$ cat src/rtl/cla_adder_pipe_if.sv
// ---------------------------------------------------------------------------
// cla_adder_pipe_if
// Bundles the operand (upstream) and result (downstream) valid/ready channels
// of the pipelined CLA adder/subtractor into one interface.
//
//   in_valid   producer -> adder   operand beat valid
//   in_ready   adder -> producer   adder accepts operand beat this cycle
//   x, y       producer -> adder   operands A and B (N_BIT each)
//   cin        producer -> adder   carry-in, only meaningful when sub=0
//   sub        producer -> adder   0: x+y+cin, 1: x-y
//   out_valid  adder -> consumer   result beat valid
//   out_ready  consumer -> adder   consumer accepts result
//   sum        adder -> consumer   N_BIT result
//   cout       adder -> consumer   carry out of MSB (no-borrow when sub=1)
//   ovf        adder -> consumer   signed overflow
//
// master : the environment around the adder (drives operands, takes results)
// slave  : the adder itself
// ---------------------------------------------------------------------------
interface cla_adder_pipe_if #(
    parameter int N_BIT = 32
);
    logic             in_valid;
    logic             in_ready;
    logic [N_BIT-1:0] x;
    logic [N_BIT-1:0] y;
    logic             cin;
    logic             sub;
    logic             out_valid;
    logic             out_ready;
    logic [N_BIT-1:0] sum;
    logic             cout;
    logic             ovf;

    modport master (
        output in_valid, x, y, cin, sub, out_ready,
        input  in_ready, out_valid, sum, cout, ovf
    );

    modport slave (
        input  in_valid, x, y, cin, sub, out_ready,
        output in_ready, out_valid, sum, cout, ovf
    );
endinterface

$ cat src/rtl/cla_adder_pipe.sv
// ---------------------------------------------------------------------------
// cla_adder_pipe
// Pipelined carry-lookahead adder/subtractor with valid/ready flow control.
// The N_BIT operation is cut into STAGES slices of SLICE = N_BIT/STAGES bits.
// Stage k adds slice k with a SLICE-bit CLA and registers its carry, the sum
// bits produced so far and the still-unused upper operand bits. An accepted
// beat emerges STAGES cycles later; one beat per cycle is sustained while
// the consumer is ready.
//
// Ports
//   clk   rising-edge clock
//   rst   synchronous, active-high reset; clears every stage and the
//         outputs, and holds in_ready low while asserted
//   bus   cla_adder_pipe_if.slave (operand and result channels)
//
// Parameters
//   N_BIT   operand/result width, must be a multiple of STAGES
//   STAGES  pipeline depth (1..N_BIT)
// ---------------------------------------------------------------------------
module cla_adder_pipe #(
    parameter int N_BIT  = 32,
    parameter int STAGES = 4
) (
    input  logic             clk,
    input  logic             rst,
    cla_adder_pipe_if.slave  bus
);
    localparam int SLICE = N_BIT / STAGES;

    // Parameter sanity: uneven slices would silently drop or overlap bits.
    if (STAGES < 1 || STAGES > N_BIT || (N_BIT % STAGES) != 0) begin : g_bad_params
        $error("cla_adder_pipe: N_BIT (%0d) must be a multiple of STAGES (%0d)", N_BIT, STAGES);
    end

    logic [STAGES-1:0] stageValid;
    logic [STAGES-1:0] en;
    logic              enChain;

    // Load-enable chain, walked from the output back to the input: a stage
    // may load when it is empty or when the stage after it is moving. This
    // lets bubbles collapse while a stalled consumer freezes the full tail.
    always_comb begin
        en      = '0;
        enChain = bus.out_ready;
        for (int k = STAGES - 1; k >= 0; k--) begin
            enChain = ~stageValid[k] | enChain;
            en[k]   = enChain;
        end
    end

    // Reset beats are discarded, so nothing may be accepted while rst is high.
    assign bus.in_ready = en[0] & ~rst;

    for (genvar k = 0; k < STAGES; k++) begin : g_stage
        // Operand bits still to be consumed when entering this stage, and the
        // number of sum bits known once this stage has done its slice.
        localparam int OPW  = N_BIT - k * SLICE;
        localparam int SUMW = (k + 1) * SLICE;

        logic [OPW-1:0]   opA;
        logic [OPW-1:0]   opB;
        logic             cIn;
        logic             vIn;
        logic [SLICE-1:0] gen;
        logic [SLICE-1:0] prop;
        logic [SLICE:0]   carry;
        logic [SLICE-1:0] sliceSum;
        logic             sliceCout;
        logic [SUMW-1:0]  sumD;
        logic [SUMW-1:0]  sumQ;
        logic             carryQ;
        logic             validQ;

        // Stage 0 takes operands straight from the bus; B is inverted here
        // for subtraction so every later stage only ever adds.
        if (k == 0) begin : g_src
            assign opA  = bus.x;
            assign opB  = bus.y ^ {N_BIT{bus.sub}};
            assign cIn  = bus.sub | bus.cin;
            assign vIn  = bus.in_valid;
            assign sumD = sliceSum;
        end else begin : g_src
            assign opA  = g_stage[k-1].g_ops.aQ;
            assign opB  = g_stage[k-1].g_ops.bQ;
            assign cIn  = g_stage[k-1].carryQ;
            assign vIn  = g_stage[k-1].validQ;
            assign sumD = {sliceSum, g_stage[k-1].sumQ};
        end

        assign gen  = opA[SLICE-1:0] & opB[SLICE-1:0];
        assign prop = opA[SLICE-1:0] ^ opB[SLICE-1:0];

        // Slice carry network from generate/propagate terms. Each carry is a
        // pure function of G, P and the slice carry-in, so synthesis flattens
        // the loop into two-level lookahead logic.
        always_comb begin
            carry    = '0;
            carry[0] = cIn;
            for (int i = 0; i < SLICE; i++) begin
                carry[i+1] = gen[i] | (prop[i] & carry[i]);
            end
            sliceSum  = prop ^ carry[SLICE-1:0];
            sliceCout = carry[SLICE];
        end

        // Stage control/data register: advances only when en[k], otherwise
        // holds so a stalled beat is never lost or duplicated.
        always_ff @(posedge clk) begin
            if (rst) begin
                validQ <= 1'b0;
                sumQ   <= '0;
                carryQ <= 1'b0;
            end else if (en[k]) begin
                validQ <= vIn;
                sumQ   <= sumD;
                carryQ <= sliceCout;
            end
        end

        assign stageValid[k] = validQ;

        // Upper operand bits ride along untouched for the later slices. They
        // carry no control meaning, so they are not cleared by reset.
        if (k < STAGES - 1) begin : g_ops
            logic [OPW-SLICE-1:0] aQ;
            logic [OPW-SLICE-1:0] bQ;

            always_ff @(posedge clk) begin
                if (en[k]) begin
                    aQ <= opA[OPW-1:SLICE];
                    bQ <= opB[OPW-1:SLICE];
                end
            end
        end

        // Signed overflow needs the operand MSBs, which only the top slice
        // still sees, so the flag is formed and registered here.
        if (k == STAGES - 1) begin : g_last
            logic ovfQ;

            always_ff @(posedge clk) begin
                if (rst) begin
                    ovfQ <= 1'b0;
                end else if (en[k]) begin
                    ovfQ <= (opA[OPW-1] == opB[OPW-1]) & (sliceSum[SLICE-1] != opA[OPW-1]);
                end
            end
        end
    end

    assign bus.out_valid = g_stage[STAGES-1].validQ;
    assign bus.sum       = g_stage[STAGES-1].sumQ;
    assign bus.cout      = g_stage[STAGES-1].carryQ;
    assign bus.ovf       = g_stage[STAGES-1].g_last.ovfQ;

endmodule

$ cat src/flat_wrapper.sv
// flat-port wrapper written by rule: the top's interface ports become plain ports
module cla_adder_pipe_flat 
#(
    parameter int N_BIT  = 32,
    parameter int STAGES = 4
)
  (clk, rst, bus_in_valid, bus_x, bus_y, bus_cin, bus_sub, bus_out_ready, bus_in_ready, bus_out_valid, bus_sum, bus_cout, bus_ovf);
  cla_adder_pipe_if #(.N_BIT(N_BIT)) bus_i ();
  input  logic clk;
  input  logic rst;
  input wire logic [$bits(bus_i.in_valid)-1:0] bus_in_valid;
  input wire logic [$bits(bus_i.x)-1:0] bus_x;
  input wire logic [$bits(bus_i.y)-1:0] bus_y;
  input wire logic [$bits(bus_i.cin)-1:0] bus_cin;
  input wire logic [$bits(bus_i.sub)-1:0] bus_sub;
  input wire logic [$bits(bus_i.out_ready)-1:0] bus_out_ready;
  output wire logic [$bits(bus_i.in_ready)-1:0] bus_in_ready;
  output wire logic [$bits(bus_i.out_valid)-1:0] bus_out_valid;
  output wire logic [$bits(bus_i.sum)-1:0] bus_sum;
  output wire logic [$bits(bus_i.cout)-1:0] bus_cout;
  output wire logic [$bits(bus_i.ovf)-1:0] bus_ovf;
  assign bus_i.in_valid = bus_in_valid;
  assign bus_i.x = bus_x;
  assign bus_i.y = bus_y;
  assign bus_i.cin = bus_cin;
  assign bus_i.sub = bus_sub;
  assign bus_i.out_ready = bus_out_ready;
  assign bus_in_ready = bus_i.in_ready;
  assign bus_out_valid = bus_i.out_valid;
  assign bus_sum = bus_i.sum;
  assign bus_cout = bus_i.cout;
  assign bus_ovf = bus_i.ovf;
  cla_adder_pipe #(.N_BIT(N_BIT), .STAGES(STAGES)) u_core (.clk(clk), .rst(rst), .bus(bus_i));
endmodule
$ cat config.mk
export PLATFORM = sky130hd
export DESIGN_NAME = cla_adder_pipe_flat
export DESIGN_NICKNAME = d
export VERILOG_FILES = /design/src/rtl/cla_adder_pipe_if.sv /design/src/rtl/cla_adder_pipe.sv /design/src/flat_wrapper.sv
export SDC_FILE = /design/constraint.sdc
export NUM_CORES = 1
export LEC_CHECK = 0
export CORE_MARGIN = 2
export CORE_UTILIZATION = 54
export CTS_CLUSTER_SIZE = 16
export DETAILED_ROUTE_END_ITERATION = 12
export PLACE_DENSITY_LB_ADDON = 0.15
export SETUP_SLACK_MARGIN = 0.15
export SLEW_MARGIN = 10
export SYNTH_ARGS = -nofsm -noshare
export SYNTH_HDL_FRONTEND = slang
export SYNTH_SLANG_ARGS = --single-unit
$ cat constraint.sdc
create_clock -name clk -period 5.9 [get_ports clk]
set_input_delay 0.59 -clock clk [delete_from_list [all_inputs] [get_ports clk]]
set_output_delay 0.59 -clock clk [all_outputs]
set_load 0.005 [all_outputs]
# [Word-level counts from Yosys, hierarchy flattened]
# Cells that the tools add are included.
[classes] n_eq_ne=2 n_bitwise=89
[op_table] operator="$xor 8x8->8" n=8
[op_table] operator="$or 1x1->1" n=37
[op_table] operator="$and 1x1->1" n=34
[op_table] operator="$and 8x8->8" n=4
[op_table] operator="$xor 32x32->32" n=1
[op_table] operator="$not 1->1" n=5
[op_table] operator="$eq 1x1->1" n=1
[op_table] operator="$ne 1x1->1" n=1
[totals] register_bits=185 out_inout_bits=36 word_cells=110 input_bits=70

# [Longest topological paths before layout]
[logic_depth] ltp_word=18 mapped_depth=14 mapped_depth_nobuf=14

# [Least setup slack after synthesis]
# No wires, ideal clock.
[synth_path] path_type="input-to-reg" startpoint="in bus_sub" endpoint="reg u_core.g_stage[0].sumQ[7]" n_path_buf=2 t_required_ps=5768 path_slack_ps=1302 arrival_ps=4466 setup_time_ps=132 stages=14 path_cell_list="clkbuf_1 buf_2 xnor2_1 fa_1 fa_1 fa_1 fa_1 fa_1 fa_1 fa_1 inv_1 fa_1 o21ai_0 a21oi_1"
[synth_via] elab_chain_cells=17 elab_cells_between_ends=19 cone_classes="bitwise (19)"
[synth_lines] item="start, declared" line_no="flat_wrapper.sv:15" rtl="input wire logic [$bits(bus_i.sub)-1:0] bus_sub;"
[synth_lines] item="$xor 32x32->32" line_no="cla_adder_pipe.sv:78" rtl="assign opB = bus.y ^ {N_BIT{bus.sub}};"
[synth_lines] item="$xor 8x8->8" line_no="cla_adder_pipe.sv:91" rtl="assign prop = opA[SLICE-1:0] ^ opB[SLICE-1:0];"
[synth_lines] item="$and 1x1->1" line_no="cla_adder_pipe.sv:100" rtl="carry[i+1] = gen[i] | (prop[i] & carry[i]);"
[synth_lines] item="$or 1x1->1" line_no="cla_adder_pipe.sv:100"
[synth_lines] item="$and 1x1->1" line_no="cla_adder_pipe.sv:100"
[synth_lines] item="$or 1x1->1" line_no="cla_adder_pipe.sv:100"
[synth_lines] item="$and 1x1->1" line_no="cla_adder_pipe.sv:100"
[synth_lines] item="$or 1x1->1" line_no="cla_adder_pipe.sv:100"
[synth_lines] item="[2 not listed]"
[synth_lines] item="$and 1x1->1" line_no="cla_adder_pipe.sv:100"
[synth_lines] item="$or 1x1->1" line_no="cla_adder_pipe.sv:100"
[synth_lines] item="$and 1x1->1" line_no="cla_adder_pipe.sv:100"
[synth_lines] item="$or 1x1->1" line_no="cla_adder_pipe.sv:100"
[synth_lines] item="$and 1x1->1" line_no="cla_adder_pipe.sv:100"
[synth_lines] item="$or 1x1->1" line_no="cla_adder_pipe.sv:100"
[synth_lines] item="$xor 8x8->8 *" line_no="cla_adder_pipe.sv:102" rtl="sliceSum = prop ^ carry[SLICE-1:0];"
[synth_lines] item="named net u_core.g_stage[0].sliceSum[7]" line_no="cla_adder_pipe.sv:67" rtl="logic [SLICE-1:0] sliceSum;"
[synth_lines] item="end signal, assigned" line_no="cla_adder_pipe.sv:115" rtl="sumQ <= sumD;"
[synth_lines] item="end, declared" line_no="cla_adder_pipe.sv:70" rtl="logic [SUMW-1:0] sumQ;"
# Mark *: on every way through the listed nets, which the timed path passes. The rest lies on a longest branch.
# A chain may end at the register's enable or synchronous reset.

# [Worst setup path in the final report]
[layout_path] startpoint="reg u_core.g_stage[2].g_ops.aQ[0]" endpoint="reg u_core.g_stage[3].g_last.ovfQ (netlist: u_core.bus.ovf)"
[layout_via] elab_chain_cells=18 elab_cells_between_ends=19 cone_classes="eq/ne (1); bitwise (18)"
[layout_lines] item="start, declared" line_no="cla_adder_pipe.sv:125" rtl="logic [OPW-SLICE-1:0] aQ;"
[layout_lines] item="start signal, assigned" line_no="cla_adder_pipe.sv:130" rtl="aQ <= opA[OPW-1:SLICE];"
[layout_lines] item="$xor 8x8->8" line_no="cla_adder_pipe.sv:91"
[layout_lines] item="$and 1x1->1" line_no="cla_adder_pipe.sv:100"
[layout_lines] item="$or 1x1->1 *" line_no="cla_adder_pipe.sv:100"
[layout_lines] item="$and 1x1->1 *" line_no="cla_adder_pipe.sv:100"
[layout_lines] item="$or 1x1->1 *" line_no="cla_adder_pipe.sv:100"
[layout_lines] item="$and 1x1->1 *" line_no="cla_adder_pipe.sv:100"
[layout_lines] item="$or 1x1->1 *" line_no="cla_adder_pipe.sv:100"
[layout_lines] item="$and 1x1->1 *" line_no="cla_adder_pipe.sv:100"
[layout_lines] item="[2 not listed]"
[layout_lines] item="$or 1x1->1 *" line_no="cla_adder_pipe.sv:100"
[layout_lines] item="$and 1x1->1 *" line_no="cla_adder_pipe.sv:100"
[layout_lines] item="$or 1x1->1 *" line_no="cla_adder_pipe.sv:100"
[layout_lines] item="$and 1x1->1 *" line_no="cla_adder_pipe.sv:100"
[layout_lines] item="$or 1x1->1 *" line_no="cla_adder_pipe.sv:100"
[layout_lines] item="$xor 8x8->8 *" line_no="cla_adder_pipe.sv:102"
[layout_lines] item="$ne 1x1->1 *" line_no="cla_adder_pipe.sv:145" rtl="ovfQ <= (opA[OPW-1] == opB[OPW-1]) & (sliceSum[SLICE-1] != opA[OPW-1]);"
[layout_lines] item="$and 1x1->1 *" line_no="cla_adder_pipe.sv:145"
[layout_lines] item="end signal, assigned" line_no="cla_adder_pipe.sv:145"
[layout_lines] item="end, declared" line_no="cla_adder_pipe.sv:139" rtl="logic ovfQ;"
# Mark *: on every way between the ends. The rest lies on a longest branch, timed or not.

==> results.md <==
- Sink Count: 185
- Vias per inst: 4.88
- Final WL: 12.2 mm
- Min-Delay Path Class: register to register
- Gr usage total: 18.5%
- Post-route ant nets: 0
- Post-synthesis cell count: 570
- Clock power share: 36.7%
- DRC viols: 0
- Final setup fails: 0
- Worst hold path endpoint: u_core.g_stage[2].g_ops.aQ[7]
- Slew Viols, Final: 0
- Max Cap Viol: 0
- Initial antenna violation count: 0
- TritonCTS Buffers: 17
- Global route overflow: 0
- Post-synthesis sequential area ratio: 65.8%
- Post-DP HPWL: 8.22 mm
- H-tree lvl count: 4
- Placer Congestion: 0.805
- 1st-iter DRT viols: 215
- DP Cell Count: 820
- Worst setup SP type: register
- Global-route wire length before repair: 19.8 mm
- Synth cell types: 28
- Die area: 14100 um^2
- Period minus WS final: 4.68 ns
- Ant diodes: 0
- Floorplan row count: 41
- Final instance area: 8780 um^2
- GR Util met1: 21.7%
- Int Power: 2.28 mW
- Post-place setup slack: 1.10 ns
- Pwr Density: 332 nW/um^2
- Logic pwr share: 10.6%
- Dominant synthesized flop cell: edfxtp_1
- Synth area leaders: edfxtp_1, dfxtp_1, fa_1, nand2_1, a21oi_1
- Worst-path maximum fanout: 2
- Worst Setup Slack, final: 1.22 ns
- Slew @ Worst Pin: 0.967 ns
- Core area: 12700 um^2
- GR Util met2: 31.4%
- Fraction of layout cells with a size suffix above 1: 7.21%
- Min-Delay Startpoint: u_core.g_stage[1].g_ops.aQ[15]
- Die Ht: 119 um
- Synth Net Count: 673
- Post-CTS Setup Inserts: 0
- Post-Route Skew: 0.00927 ns
- Non-Filler Instances: 852
- Commonest cells in the netlist: nand2_1, edfxtp_1, dfxtp_1
- Dpl cell area: 8210 um^2
- GR peak layer: met2
- Count leader, synth: nand2_1
- Top-area cell type share of the netlist area: 40.7%
- Vias in the first global route: 4238
- Maximum clock rate: 0.214 GHz
- Ys async rst share: 0%
- Io pins: 106
- Crit path launch: u_core.g_stage[2].g_ops.aQ[0]
- Final Util: 69.0%
- Status: completed
- CP Class: register to register
- CP endpoint kind: register
- Synth Warn #: 0
- R2R Setup Slk: 1.22 ns
- Clock transition at path regs: 0.06 ns
- Leak: 3.36 nW
- Die X-Extent: 119 um
- Worst r2r dst: u_core.bus.ovf
- R2r startpoint: u_core.g_stage[2].g_ops.aQ[0]
- Synthesized cell area: 7090 um^2
- Initial DRT Pass Iterations: 4
- Post-synth EDFFs: 96
- Cell taking the most area after synthesis: edfxtp_1
- Initial Util: 55.7%
- Detailed-route via count: 4155
- Setup TNS: 0 ns
- Hold_buf cts: 0
- FF-to-FF path depth: 14
- Hold path depth: 0
- Hold_ws: 0.417 ns
- Post_cts resized: 0
- Relative slew slack: 35.4%
- Switching share of total power: 22.0%
- Seq pwr share: 52.7%
- DR WL/cell: 14.3 um
- Clk root buf: clkbuf_16
- Clock Latency Late Sink: 0.43 ns
- Crit path DAT: 5.03 ns
- Worst VDD drop: 0.000204 V
- RSZ-0062 raised after global routing: false
- Net Sw Power: 643 uW
- Largest net degree at the start of global routing: 91
- Met3 global-route usage: 5.79%
- Nets@finish: 770
- Pwr Total: 2.92 mW
- Bufs on Longest Clock Path: 2
- Layout overhead on the synthesized area: 23.8%
- Synthesized area per cell: 12.4 um^2
- Post-route clock period utilization: 79.4%
- Required @ worst endpoint: 6.25 ns
- Final hold vios: 0
- CTS tree: yes
- Seq cells post-synth: 185
- IO buf count: 105
-- worst max-delay path, stage by stage (launching register included) --
cell and delay (ns):
edfxtp_1 0.37, inv_1 0.08, fa_1 0.17, inv_1 0.06, fa_1 0.46, fa_1 0.48
fa_1 0.47, fa_1 0.46, fa_1 0.47, fa_1 0.44, inv_1 0.10, fa_1 0.43
xor2_1 0.16, or3_1 0.31, a21oi_1 0.14
-- state kept, by name, indices dropped and copies added, names as in the netlist --
name / flops
u_core.g_stage.g_ops.aQ: 48
u_core.g_stage.g_ops.bQ: 48
u_core.g_stage.sumQ: 48
u_core.bus.sum: 32
u_core.g_stage.carryQ: 3
u_core.g_stage.validQ: 3
u_core.bus.cout: 1
u_core.bus.out_valid: 1
u_core.bus.ovf: 1
-- layer usage --
| metal | part of all wire [%] | vias up |
|---|---|---|
| li1 | - | 2079 |
| met2 | 51 | 108 |
| met1 | 42 | 1945 |
| met4 | 2.1 | 0 |
| met5 | 0 | - |
| met3 | 5.0 | 23 |
-- placed cells by master (no fill, tap or decap), types with 2 or more instances in the layout --
cell type | Yosys | routed
buf_4 | 2 | 6
or3_1 | 2 | 2
a211oi_2 | 6 | 6
clkbuf_16 | 0 | 18
nor2_1 | 16 | 16
a211oi_1 | 10 | 10
clkdlybuf4s50_1 | 0 | 103
edfxtp_1 | 96 | 96
o21ai_0 | 2 | 2
a21oi_1 | 70 | 70
xor2_1 | 26 | 26
xnor2_1 | 7 | 7
nor3_1 | 7 | 7
clkbuf_8 | 0 | 2
inv_1 | 30 | 31
fa_1 | 32 | 32
dfxtp_1 | 89 | 89
buf_2 | 14 | 2
inv_4 | 1 | 3
nand2_1 | 134 | 134
clkinv_2 | 0 | 6
-- kinds of logic (layout without fill, tap and decap cells) --
group           count (synthesis)  after routing  synth area share, %
compound gates                 89             89                 7.29
xor+xnor                       33             33                 4.08
fa+ha+maj                      33             33                 9.21
buf+inv                        65            175                 4.36
flops                         185            185                 65.8
simple gates                  165            165                 9.28
-- how the worst max path moves through the flow --
stage	cells after the start	to	slack, ns
final	14	u_core.bus.ovf	1.22
after global routing	14	u_core.bus.ovf	1.04
after CTS	14	u_core.bus.ovf	1.20
after detailed placement	13	u_core.g_stage[0].sumQ[7]	1.10
after global placement	13	u_core.g_stage[0].sumQ[7]	1.22
after floorplan	14	u_core.g_stage[0].sumQ[7]	1.30
-- power groups by stage --
stage,registers (mW),clock network (mW),logic [mW]
2_1_floorplan,1.55,0,0.168
3_3_place_gp,1.56,0,0.295
3_5_place_dp,1.56,0,0.309
4_1_cts,1.54,1.10,0.314
5_1_grt,1.55,1.14,0.348
6_report,1.54,1.07,0.311
-- area by class of cell --
type	instances	area, um^2
clock inverter	12	93.8
tap	172	215
fill	966	3940
multi-input combinational	320	2120
inverter	32	123
clock buffer	20	478
sequential	185	4660
timing repair buffer	111	1090
Note: power is estimated with default switching activity, not from simulation.
